### src/rtl/alu_issue_seq.sv
// Single-issue ALU sequencer: accepts one instruction, decodes it, drives the ALU
// for 1+STALL_CYCLES cycles, captures the result and emits writeback/branch/illegal strobes.
module alu_issue_seq #(
    parameter int unsigned STALL_CYCLES = 0
) (
    input  logic        clk,
    input  logic        rst,
    input  logic        instr_valid,
    input  logic [15:0] instr,
    output logic        instr_ready,
    output logic [2:0]  alu_cntrl,
    output logic        alu_src,
    input  logic [15:0] alu_result,
    input  logic        alu_zero,
    output logic        wb_en,
    output logic [15:0] wb_data,
    output logic        branch_taken,
    output logic        illegal,
    output logic        busy
);

    typedef enum logic [1:0] {
        IDLE,
        DECODE,
        EXEC,
        WB
    } state_t;

    localparam logic [3:0] STALL_INIT = 4'(STALL_CYCLES);

    state_t      state;
    logic [3:0]  stall_cnt;
    logic        cls_wb;
    logic        cls_br;
    logic        cls_bne;
    logic        cls_illegal;

    logic [3:0]  opcode;
    logic [2:0]  funct;
    logic [2:0]  dec_cntrl;
    logic        dec_src;
    logic        dec_wb;
    logic        dec_br;
    logic        dec_bne;
    logic        dec_illegal;
    logic        unused_instr_bits;

    assign opcode            = instr[15:12];
    assign funct             = instr[2:0];
    assign unused_instr_bits = ^instr[11:3];

    assign instr_ready = (state == IDLE) && !rst;
    assign busy        = (state != IDLE);

    always_comb begin
        dec_cntrl   = 3'b000;
        dec_src     = 1'b0;
        dec_wb      = 1'b0;
        dec_br      = 1'b0;
        dec_bne     = 1'b0;
        dec_illegal = 1'b0;
        case (opcode)
            4'h0: begin
                if (funct <= 3'd4) begin
                    dec_cntrl = funct;
                    dec_wb    = 1'b1;
                end else begin
                    dec_illegal = 1'b1;
                end
            end
            4'h1: begin
                dec_src = 1'b1;
                dec_wb  = 1'b1;
            end
            4'h2: begin
                dec_cntrl = 3'b001;
                dec_br    = 1'b1;
            end
            4'h3: begin
                dec_cntrl = 3'b001;
                dec_br    = 1'b1;
                dec_bne   = 1'b1;
            end
            4'h4: begin
                dec_cntrl = 3'b100;
                dec_src   = 1'b1;
                dec_wb    = 1'b1;
            end
            default: dec_illegal = 1'b1;
        endcase
    end

    // The instruction is kept only in decoded form; ALU controls are loaded at
    // handshake so they are already valid in the first DECODE cycle.
    always_ff @(posedge clk) begin
        if (rst) begin
            state        <= IDLE;
            stall_cnt    <= '0;
            alu_cntrl    <= '0;
            alu_src      <= 1'b0;
            wb_en        <= 1'b0;
            wb_data      <= '0;
            branch_taken <= 1'b0;
            illegal      <= 1'b0;
            cls_wb       <= 1'b0;
            cls_br       <= 1'b0;
            cls_bne      <= 1'b0;
            cls_illegal  <= 1'b0;
        end else begin
            wb_en        <= 1'b0;
            branch_taken <= 1'b0;
            illegal      <= 1'b0;
            case (state)
                IDLE: begin
                    if (instr_valid) begin
                        alu_cntrl   <= dec_cntrl;
                        alu_src     <= dec_src;
                        cls_wb      <= dec_wb;
                        cls_br      <= dec_br;
                        cls_bne     <= dec_bne;
                        cls_illegal <= dec_illegal;
                        state       <= DECODE;
                    end
                end
                DECODE: begin
                    if (cls_illegal) begin
                        illegal   <= 1'b1;
                        alu_cntrl <= '0;
                        alu_src   <= 1'b0;
                        state     <= IDLE;
                    end else begin
                        stall_cnt <= STALL_INIT;
                        state     <= EXEC;
                    end
                end
                EXEC: begin
                    if (stall_cnt != 4'd0) begin
                        stall_cnt <= stall_cnt - 4'd1;
                    end else begin
                        wb_data      <= alu_result;
                        wb_en        <= cls_wb;
                        branch_taken <= cls_br && (cls_bne ? !alu_zero : alu_zero);
                        alu_cntrl    <= '0;
                        alu_src      <= 1'b0;
                        state        <= WB;
                    end
                end
                WB: begin
                    state <= IDLE;
                end
                default: state <= IDLE;
            endcase
        end
    end

endmodule

### config.mk
export PLATFORM = sky130hd
export DESIGN_NAME = alu_issue_seq
export DESIGN_NICKNAME = d
export VERILOG_FILES = /design/src/rtl/alu_issue_seq.sv
export SDC_FILE = /design/constraint.sdc
export NUM_CORES = 1
export LEC_CHECK = 0
export ABC_AREA = 1
export BUFFER_PORTS_ARGS = -buffer_cell sky130_fd_sc_hd__clkbuf_2
export CORE_ASPECT_RATIO = 1.25
export CORE_MARGIN = 3
export CORE_UTILIZATION = 47
export CTS_BUF_LIST = sky130_fd_sc_hd__clkbuf_16
export CTS_CLUSTER_DIAMETER = 60
export DETAILED_ROUTE_END_ITERATION = 8
export PLACE_DENSITY = 0.78
export SLEW_MARGIN = 40
export SYNTH_ARGS = -nofsm -noshare
export SYNTH_HDL_FRONTEND = slang
export SYNTH_SLANG_ARGS = --single-unit
### constraint.sdc
create_clock -name clk -period 1.6 [get_ports clk]
set_input_delay 0.24 -clock clk [delete_from_list [all_inputs] [get_ports clk]]
set_output_delay 0.24 -clock clk [all_outputs]
set_load 0.02 [all_outputs]
; Word-level counts from Yosys, hierarchy flattened
; Cells that the tools add are included.
[totals]
ff_bits = 33
inputBits = 36
output_inout_bits = 25
elab_cells = 75
[classes]
addsub = 1
n_lt_le_gt_ge = 1
eq_ne = 12
n_mux = 26
bitwise_logic = 3
n_reduce_logical = 20
[op_table]
columns = operator, count
row1 = $pmux W3 S3, 2
row2 = $mux W3, 4
row3 = $mux W1, 10
row4 = $ne A2 B2 Y1 const B, 5
row5 = $eq A4 B2 Y1 const B, 2
row6 = $mux W4, 2
row7 = $pmux W2 S4, 1
row8 = $pmux W4 S2, 1
row9 = $mux W2, 3
row10 = $reduce_and A2 Y1, 3
row11 = $reduce_or A2 Y1, 3
row12 = $eq A2 B2 Y1 const B, 2
row13 = $eq A4 B1 Y1 const B, 1
row14 = $eq A4 B3 Y1 const B, 1
row15 = $logic_not A4 Y1, 1
row16 = $pmux W1 S2, 2
row17 = $reduce_and A4 Y1, 1
row18 = $reduce_bool A2 Y1, 2
row19 = $reduce_bool A4 Y1, 1
row20 = $reduce_or A4 Y1, 1
row21 = $sub A4 B1 Y4 const B, 1
row22 = $le A3 B3 Y1 const B, 1
row23 = $not A1 Y1, 3
row24 = $pmux W1 S3, 1
row25 = 7 further kinds, 9

; Longest topological paths before layout
; Gate-level depths: netlist (run 1).
[depth]
ltp_word = 5
ltp_mapped = 10
ltp_nobuf = 10

; Worst setup path before layout (run 1)
; No wires, ideal clock.
[synth_timing]
kind = register -> register
start = register state[0]
end = register stall_cnt[0]
setup_time_ns = 0.116
arrival_time_ns = 1.267
required_time_ns = 1.484
setup_slack_ns = 0.217
stages_incl_launch_ff = 9
path_buffers = 1
synth_period_minus_slack_ns = 1.383
path_cell_list = dfxtp_1 -> inv_1 -> ha_1 -> buf_6 -> o21a_1 -> nand2_2 -> inv_2 -> o21ai_0 -> nor2_1
[synth_via]
elab_chain_len = 3
word_cells_on_any_way = 7
cone_classes = eq/ne: 4 / mux: 1 / reduce/logical: 2
[synth_rtl]
columns = element, line_no
row1 = start: declaration, 31  ; state_t state;
row2 = start signal: assignment, 97  ; state <= IDLE;
row3 = start signal: assignment, 122  ; state <= DECODE;
row4 = start signal: assignment, 130  ; state <= IDLE;
row5 = $eq A2 B2 Y1 / $eq A2 B1 Y1 (equally long branches), 113  ; case (state)
row6 = $ne A2 B2 Y1 (no source line) / $reduce_bool A2 Y1 (equally long branches), n/a
row7 = $reduce_and A3 Y1 (no source line), n/a
row8 = end signal: assignment, 138  ; stall_cnt <= stall_cnt - 4'd1;
row9 = end: declaration, 32  ; logic [3:0] stall_cnt;
; Parallel ways exist; a longest one is shown, timed or not.
; A chain may end at the register's enable or synchronous reset.

; Worst setup path in the final report (run 1)
[layout_timing]
start = register state[0]
end = output port instr_ready
[layout_via]
elab_chain_len = 2
[layout_rtl]
columns = element, line_no
row1 = $logic_not A2 Y1, 52  ; assign instr_ready = (state == IDLE) && !rst;
row2 = $logic_and A1 B1 Y1, 52
row3 = end: declaration, 10  ; output logic instr_ready,
; Every way passes these cells.

==> impl_metrics.tcl, run 1 <==
set metrics [dict create \
    syn_inst 196 \
    final_common_cell "clkbuf_2" \
    setup_tns_ns 0 \
    port_buffers 51 \
    cts_buffers 5 \
    clk_pin_slew_ns 0.05 \
    leakagePower_nw 0.900 \
    clock_sinks 33 \
    die_x_um 56.5 \
    relSlewSlack 0.717 \
    fp.dieH_um 69.1 \
    post_drt_wl_per_cell_um 11.4 \
    cts_buffer_depth 2 \
    place.gp.congestion 0.784 \
    grt-ovfl-total 0 \
    grt_pass1_vias 1340 \
    ys_seq_area_frac 0.441 \
    postRouteAntennaNets 0 \
    h-tree-depth 2 \
    ys_ff_latch 33 \
    dp_slack_ns 0.158 \
    endpoint_kind "output port" \
    cts_tree "yes" \
    fin_crit_ns 1.50 \
    r2r_start "state[0]" \
    cts_root_buffer "clkbuf_16" \
    io-pin-count 61 \
    netlist-cell-type-count 27 \
    first_pass_iters 4 \
    nets 293 \
    crit_required_ns 1.36 \
    ys_warn_count 0 \
    antenna_found_initial 0 \
    clk_latency_ns 0.28 \
    synth_area_per_cell_um2 7.65 \
    fp.coreArea_mm2 0.00300 \
    worst_slew_pin_slew_ns 0.423 \
    drive_gt1_frac 0.294 \
    dr_total_vias 1406 \
    finalHoldViolations 0 \
    dieArea_mm2 0.00391 \
    fin_crit_sh 0.940 \
    skew_ns 0.00424 \
    drtIter0Drc 38 \
    wirelength_um 3290 \
    ctsHoldBuffers 0 \
    route.detailed.drc 0 \
    status "finished, final reports clean" \
    maxCapViolCount 0 \
    crit_fanout 5 \
    cp-start-kind "flop" \
    grt_pass1_wl_um 5720 \
    p_per_area_mw_per_mm2 1770 \
    nFillCells 271 \
    setup_viol 0 \
    rsz0062_at_grt "no" \
    grt.total_usage 0.184 \
    syn_area_mm2 0.00150 \
    min_path_type "input pin to flop" \
    area_delta_synth_final_pct 29.3 \
    timing.final.ws_setup_ns 0.0961 \
    synth_nets 238 \
    rows 22 \
    max_freq_ghz 0.665 \
    drv_slew 0 \
    crit_path_start "state[0]" \
    grt_max_degree 33 \
    dp_hpwl_um 2440 \
    peakVddDrop_mv 0.926 \
    min-delay-start "alu_zero" \
    start_util 0.500 \
    crit_arrival_ns 1.26 \
    final_cell_mix "clkbuf_2, inv_1, dfxtp_1" \
    n_antenna_cell 0 \
    vias_per_cell 4.88 \
    critPathKind "flop to output port" \
]
## per-stage QoR
step / power [mW] / util / std cells / area [um^2] / hold slack, ns
2_1_floorplan: 2.16 / - / 196 / 1500 / 0.339
3_3_place_gp: 2.49 / 0.599 / 280 / 1800 / 0.420
3_5_place_dp: 2.53 / 0.599 / 280 / 1800 / 0.426
4_1_cts: 3.44 / 0.645 / 288 / 1940 / 0.166
5_1_grt: 3.69 / 0.646 / 288 / 1940 / 0.172
6_report: 3.42 / 0.646 / 288 / 1940 / 0.168
## registers in the layout (all words and copies together), names as in the netlist, named ones only
name          flops
alu_src           1
stall_cnt         4
cls_bne           1
cls_illegal       1
branch_taken      1
cls_wb            1
state             1
wb_data          16
illegal           1
cls_br            1
alu_cntrl         3
wb_en             1
## Yosys cell counts
master / count / area, um^2
inv_1: 34 / 128
dfxtp_1: 33 / 661
a21oi_1: 30 / 150
o21ai_0: 25 / 125
nand2_1: 22 / 82.6
nor2_1: 12 / 45.0
ha_1: 6 / 75.1
nand3_1: 5 / 25.0
nand2_2: 3 / 18.8
a211oi_1: 2 / 15.0
buf_2: 2 / 10.0
buf_6: 2 / 22.5
clkbuf_1: 2 / 7.51
nand4_1: 2 / 12.5
nor2_2: 2 / 12.5
nor3_1: 2 / 10.0
o21ai_1: 2 / 10.0
a41oi_1: 1 / 8.76
clkbuf_2: 1 / 5.00
inv_2: 1 / 3.75
nand3_2: 1 / 10.0
nand3_4: 1 / 17.5
nand3b_1: 1 / 7.51
nor2_4: 1 / 11.3
o21a_1: 1 / 7.51
o21ai_2: 1 / 8.76
xor2_1: 1 / 8.76
## per-layer routing
layer | global-route usage | vias to the layer above | routed length (um)
met2 | 0.317 | 39 | 1670
met3 | 0.0581 | 5 | 192
li1 | - | 744 | -
met1 | 0.205 | 618 | 1360
met4 | 0.0712 | 0 | 60
met5 | 0 | - | 0
## worst paths after layout
check                                    end  cells past startpoint  slack [ns]
worst max-delay path             instr_ready                      5         0.1
worst max register to register  stall_cnt[3]                      9        0.13
worst min register to register         wb_en                      2        0.44
worst min-delay path            branch_taken                      2        0.17
## area by class of cell
cell class / instances / area (um^2) / area share
clock buffers: 5 / 125 / 0.0646
repair buffers: 55 / 298 / 0.154
clock inverters: 3 / 13.8 / 0.00710
flip-flops and latches: 33 / 661 / 0.341
well taps: 36 / 45.0 / 0.0232
inverters: 35 / 131 / 0.0678
multi-input cells: 121 / 664 / 0.343
## cell families (layout without fill, tap and decap cells)
group                    Yosys count  after routing  share of synthesized area
adder cells (fa/ha/maj)            6              6                     0.0501
AO/OA/AOI/OAI                     62             62                      0.217
XOR/XNOR                           1              1                    0.00584
buffers and inverters             42             98                      0.118
flip-flops                        33             33                      0.441
AND/OR/NAND/NOR                   52             52                      0.169
## power breakdown
part | leakage, nW | switching (mW) | internal [mW]
Sequential | 0.269 | 0.123 | 1.03
Clock | 0.0748 | 0.330 | 0.563
Combinational | 0.556 | 0.876 | 0.499
Total | 0.900 | 1.33 | 2.09
## critical path, stage by stage, from the launching register on
cell and delay [ns]:
dfxtp_1 0.34, inv_1 0.12, ha_2 0.20, inv_1 0.06
nor2_1 0.09, clkbuf_2 0.18
## repair_timing
action                     4_1_cts  5_1_grt
setup endpoints to repair        0        3
setup buffers                    0        0
resized for setup                0        2
Note: power is estimated with default switching activity, not from simulation.
==> run 2, diff against run 1 <==
--- a/config.mk
+++ b/config.mk
@@ -10,3 +10,3 @@
 export CORE_ASPECT_RATIO = 1.25
-export CORE_MARGIN = 3
+export CORE_MARGIN = 2
 export CORE_UTILIZATION = 47
@@ -16,3 +16,3 @@
 export PLACE_DENSITY = 0.78
-export SLEW_MARGIN = 40
+export SLEW_MARGIN = 0
 export SYNTH_ARGS = -nofsm -noshare
--- a/constraint.sdc
+++ b/constraint.sdc
@@ -3,2 +3,2 @@
 set_output_delay 0.24 -clock clk [all_outputs]
-set_load 0.02 [all_outputs]
+set_load 0.05 [all_outputs]
==> run 2 against run 1 <==
- sequential share of layout area decreased by 0.63 points
- combinational power increased by 22%
- clock power increased by 35%
- clock skew decreased by 0.00072 ns
- worst hold slack improved by 0.010 ns
- routed wire length decreased by 4.7%
- cell count decreased by 0.35%
- non-clock buffer count decreased by 1
- sequential cell count unchanged
- setup slack got worse by 0.0014 ns
- register-to-register slack improved by 0.02 ns
==> impl_metrics.tcl, run 2 (synthesis results as in run 1) <==
set metrics [dict create \
    status "finished, final reports clean" \
    dieArea_mm2 0.00366 \
    antenna_found_initial 0 \
    crit_fanout 4 \
    clock_sinks 33 \
    largest_reg_flops 16 \
    vias_per_cell 4.83 \
    route.detailed.drc 0 \
    fp.coreArea_mm2 0.00300 \
    cts_buffer_depth 2 \
    die_x_um 54.5 \
    skew_ns 0.00352 \
    final_common_cell "clkbuf_2" \
    fin_crit_ns 1.51 \
    place_area_mm2 0.00178 \
    drtIter0Drc 24 \
    worst_slew_pin_slew_ns 0.297 \
    fp.dieH_um 67.1 \
    crit_arrival_ns 1.27 \
    relSlewSlack 0.800 \
    nets 292 \
    fin_area_mm2 0.00198 \
    critPathKind "flop to output port" \
    fin_cells 287 \
    crit_required_ns 1.36 \
    nFillCells 267 \
    regMostFlops "wb_data" \
    postRouteAntennaNets 0 \
    cts_root_buffer "clkbuf_16" \
    grt_max_degree 33 \
    grt_pass1_vias 1179 \
    post_drt_wl_per_cell_um 10.9 \
    p_per_area_mw_per_mm2 2050 \
    worst_hold_slack_ns 0.178 \
    fin_crit_sh 0.941 \
    dr_total_vias 1387 \
    start_util 0.500 \
    cp-start-kind "flop" \
    port_buffers 51 \
    final_cell_mix "clkbuf_2, inv_1, dfxtp_1" \
    setup_viol 0 \
    fin_util 0.659 \
    dp_hpwl_um 2310 \
    grt_pass1_wl_um 4890 \
    leakagePower_nw 0.909 \
    top_regs "wb_data (16), stall_cnt (4), alu_cntrl (3)" \
    first_pass_iters 4 \
    endpoint_kind "output port" \
    finalPower_mw 4.06 \
    min_path_type "input pin to flop" \
    area_delta_synth_final_pct 32.0 \
    cts_tree "yes" \
    cts_buffers 5 \
    max_freq_ghz 0.664 \
    clk_latency_ns 0.27 \
    wirelength_um 3130 \
    cts_setup_buffers 0 \
    drv_slew 0 \
    io-pin-count 61 \
    maxCapViolCount 0 \
    rsz0062_at_grt "yes" \
    drive_gt1_frac 0.299 \
    peakVddDrop_mv 1.61 \
    n_antenna_cell 0 \
    rows 22 \
    grt.total_usage 0.188 \
    dp.cells 279 \
    h-tree-depth 2 \
    grt-ovfl-total 0 \
    place.gp.congestion 0.768 \
    finalHoldViolations 0 \
    clk_pin_slew_ns 0.05 \
]
run 2: path summary, 6_finish.rpt:
path	startpoint	endpoint	slack (ns)	cells after the start
setup / recovery	flop	instr_ready	0.09	5
hold / removal	alu_zero	branch_taken	0.18	2
setup reg to reg	flop	alu_cntrl[0]	0.15	7
hold reg to reg	cls_wb	wb_en	0.44	2
run 2: power breakdown:
group          switching [mW]  internal [mW]  total, mW
logic                    1.20          0.489       1.69
registers               0.127           1.03       1.16
clock network           0.327          0.888       1.21
total                    1.65           2.41       4.06
run 2: timing repair:
item,4_1_cts,5_1_grt
resized for setup,2,4
endpoints found under the setup margin,2,23
hold buffers,0,0
pin swaps,0,0
run 2: metrics by stage:
step / setup WS [ns] / setup TNS [ns]
after floorplan: 0.0492 / 0
after global placement: 0.149 / 0
after detailed placement: 0.136 / 0
after CTS: 0.00713 / 0
after global routing: -0.00640 / -0.00640
final: 0.0947 / 0
run 2: critical path: stages, from the launching register on:
cell and delay [ns]:
dfxtp_1 0.36, inv_1 0.10, ha_1 0.22, inv_1 0.09, nor2_2 0.03, buf_4 0.19
run 2: final cells by class:
| class | instances | area, um^2 | area share |
|---|---|---|---|
| multi-input cells | 121 | 667 | 0.337 |
| flip-flops and latches | 33 | 662 | 0.335 |
| repair buffers | 54 | 283 | 0.143 |
| inverters | 35 | 131 | 0.0664 |
| clock buffers | 5 | 125 | 0.0633 |
| clock inverters | 3 | 65.1 | 0.0329 |
| well taps | 36 | 45.0 | 0.0228 |
run 2: metal layers:
metal / vias to the layer above / track usage / wire (um)
met2: 36 / 0.327 / 1560
met4: 0 / 0.0938 / 27
li1: 742 / - / -
met5: - / 0 / 0
met1: 605 / 0.191 / 1360
met3: 4 / 0.0730 / 192
==> run 3, diff against run 2 <==
- CORE_UTILIZATION: 47 -> 25
- CTS_CLUSTER_SIZE: unset -> 40
- PLACE_DENSITY: 0.78 -> unset
==> run 3 against run 2 <==
- worst hold slack lost 0.012 ns
- non-clock buffer count grew 1
- clock skew is essentially flat
- critical path type unchanged
- critical path depth shrank 1
- power shrank 8.6%
==> impl_metrics.tcl, run 3 (synthesis results as in run 1) <==
set metrics [dict create \
    rsz0062_at_grt "no" \
    worst_slew_pin_slew_ns 0.306 \
    cts_tree "yes" \
    cts_resized 2 \
    io-pin-count 61 \
    drv_slew 0 \
    ctsHoldBuffers 0 \
    clk_pin_slew_ns 0.05 \
    grt.total_usage 0.102 \
    route.detailed.drc 0 \
    port_buffers 51 \
    fin_crit_sh 0.944 \
    p_per_area_mw_per_mm2 1880 \
    nets 293 \
    r2r_cells 7 \
    rows 31 \
    timing.critical_path.buf_inv 3 \
    cts_root_buffer "clkbuf_16" \
    antenna_found_initial 0 \
    dr_total_vias 1398 \
    peakVddDrop_mv 1.08 \
    cp-start-kind "flop" \
    crit_family "buffers and inverters" \
    grt-ovfl-total 0 \
    grt_max_degree 33 \
    crit_fanout 5 \
    first_pass_iters 4 \
    post_drt_wl_per_cell_um 10.6 \
    cts_setup_buffers 0 \
    fp.dieH_um 90.6 \
    critPathKind "flop to output port" \
    dieArea_mm2 0.00663 \
    regMostFlops "wb_data" \
    slowest_delay_ns 0.36 \
    final_cell_mix "clkbuf_2, inv_1, dfxtp_1" \
    grt_pass1_vias 1264 \
    finalHoldViolations 0 \
    area_delta_synth_final_pct 31.6 \
    start_util 0.259 \
    fp.coreArea_mm2 0.00578 \
    drive_gt1_frac 0.291 \
    crit_arrival_ns 1.27 \
    relSlewSlack 0.794 \
    grt_pass1_wl_um 5300 \
    min_path_type "input pin to flop" \
    clk_latency_ns 0.27 \
    die_x_um 73.3 \
    n_antenna_cell 0 \
    cts_buffer_depth 2 \
    endpoint_kind "output port" \
    setup_viol 0 \
    postRouteAntennaNets 0 \
    path_common_cell "inv_1" \
    r2r-end "alu_cntrl[0]" \
    fin_cells 317 \
    largest_reg_flops 16 \
    crit_required_ns 1.36 \
    setup_tns_ns 0 \
    vias_per_cell 4.41 \
    max_freq_ghz 0.662 \
    place.gp.congestion 0.790 \
    status "finished, final reports clean" \
    clock_sinks 33 \
    cts_buffers 5 \
    min-delay-start "alu_zero" \
    final_common_cell "clkbuf_2" \
    fin_crit_ns 1.51 \
    hold_depth 2 \
    cp_slowest_cell "dfxtp_2" \
    dp.cells 310 \
    wirelength_um 3350 \
    top_regs "wb_data (16), stall_cnt (4), alu_cntrl (3)" \
    drtIter0Drc 64 \
    leakagePower_nw 0.891 \
    rrSetupSlack_ns 0.12 \
    dp_hpwl_um 2510 \
    maxCapViolCount 0 \
    holdPathEnd "branch_taken" \
    path_cells "inv_1 -> ha_1 -> inv_1 -> clkbuf_4" \
    skew_ns 0.00343 \
    h-tree-depth 2 \
    nFillCells 637 \
]
[run 3: how the worst max path moves through the flow]
| stage | from | cells after the start | endpoint | slack [ns] |
|---|---|---|---|---|
| final | state[0] | 4 | busy | 0.09 |
| after global routing | state[0] | 4 | busy | 0.007 |
| after CTS | state[0] | 5 | instr_ready | 0.01 |
| after detailed placement | state[0] | 6 | wb_data[13] | 0.07 |
| after global placement | state[0] | 6 | wb_data[14] | 0.09 |
| after floorplan | state[0] | 4 | instr_ready | 0.05 |
[run 3: per-stage QoR]
stage	power [mW]	util	hold WS [ns]	cell area [um^2]	worst slack (ns)
2_1_floorplan	2.50	-	0.339	1500	0.0492
3_3_place_gp	2.82	0.316	0.421	1820	0.0938
3_5_place_dp	2.84	0.316	0.423	1820	0.0721
4_1_cts	3.75	0.339	0.161	1960	0.0150
5_1_grt	3.97	0.341	0.166	1970	0.00715
6_report	3.71	0.341	0.166	1970	0.0902
[run 3: cell type report]
class | count | area [um^2] | share of cell area
multi-input cells | 121 | 667 | 0.338
flip-flops and latches | 33 | 662 | 0.335
repair buffers | 55 | 298 | 0.151
inverters | 35 | 131 | 0.0666
clock buffers | 5 | 125 | 0.0634
well taps | 66 | 82.6 | 0.0419
clock inverters | 2 | 7.51 | 0.00380
[run 3: report_power, final]
| group | switching (mW) | leakage (nW) | internal (mW) |
|---|---|---|---|
| Sequential | 0.121 | 0.269 | 1.03 |
| Combinational | 1.20 | 0.553 | 0.500 |
| Clock | 0.306 | 0.0685 | 0.554 |
[run 3: routing by layer]
layer | global-route usage | routed length [um] | vias to the layer above
li1 | - | - | 747
met1 | 0.119 | 1640 | 596
met2 | 0.158 | 1400 | 53
met3 | 0.0391 | 272 | 2
met4 | 0.0509 | 40 | 0
met5 | 0 | 0 | -
[run 3: worst reg2reg max path, delay by kind of cell (launching register included)]
family / cells / cell delay [ns]
compound gates: 2 / 0.41
flops: 1 / 0.35
buf+inv: 1 / 0.10
simple gates: 3 / 0.33
fa+ha+maj: 1 / 0.23
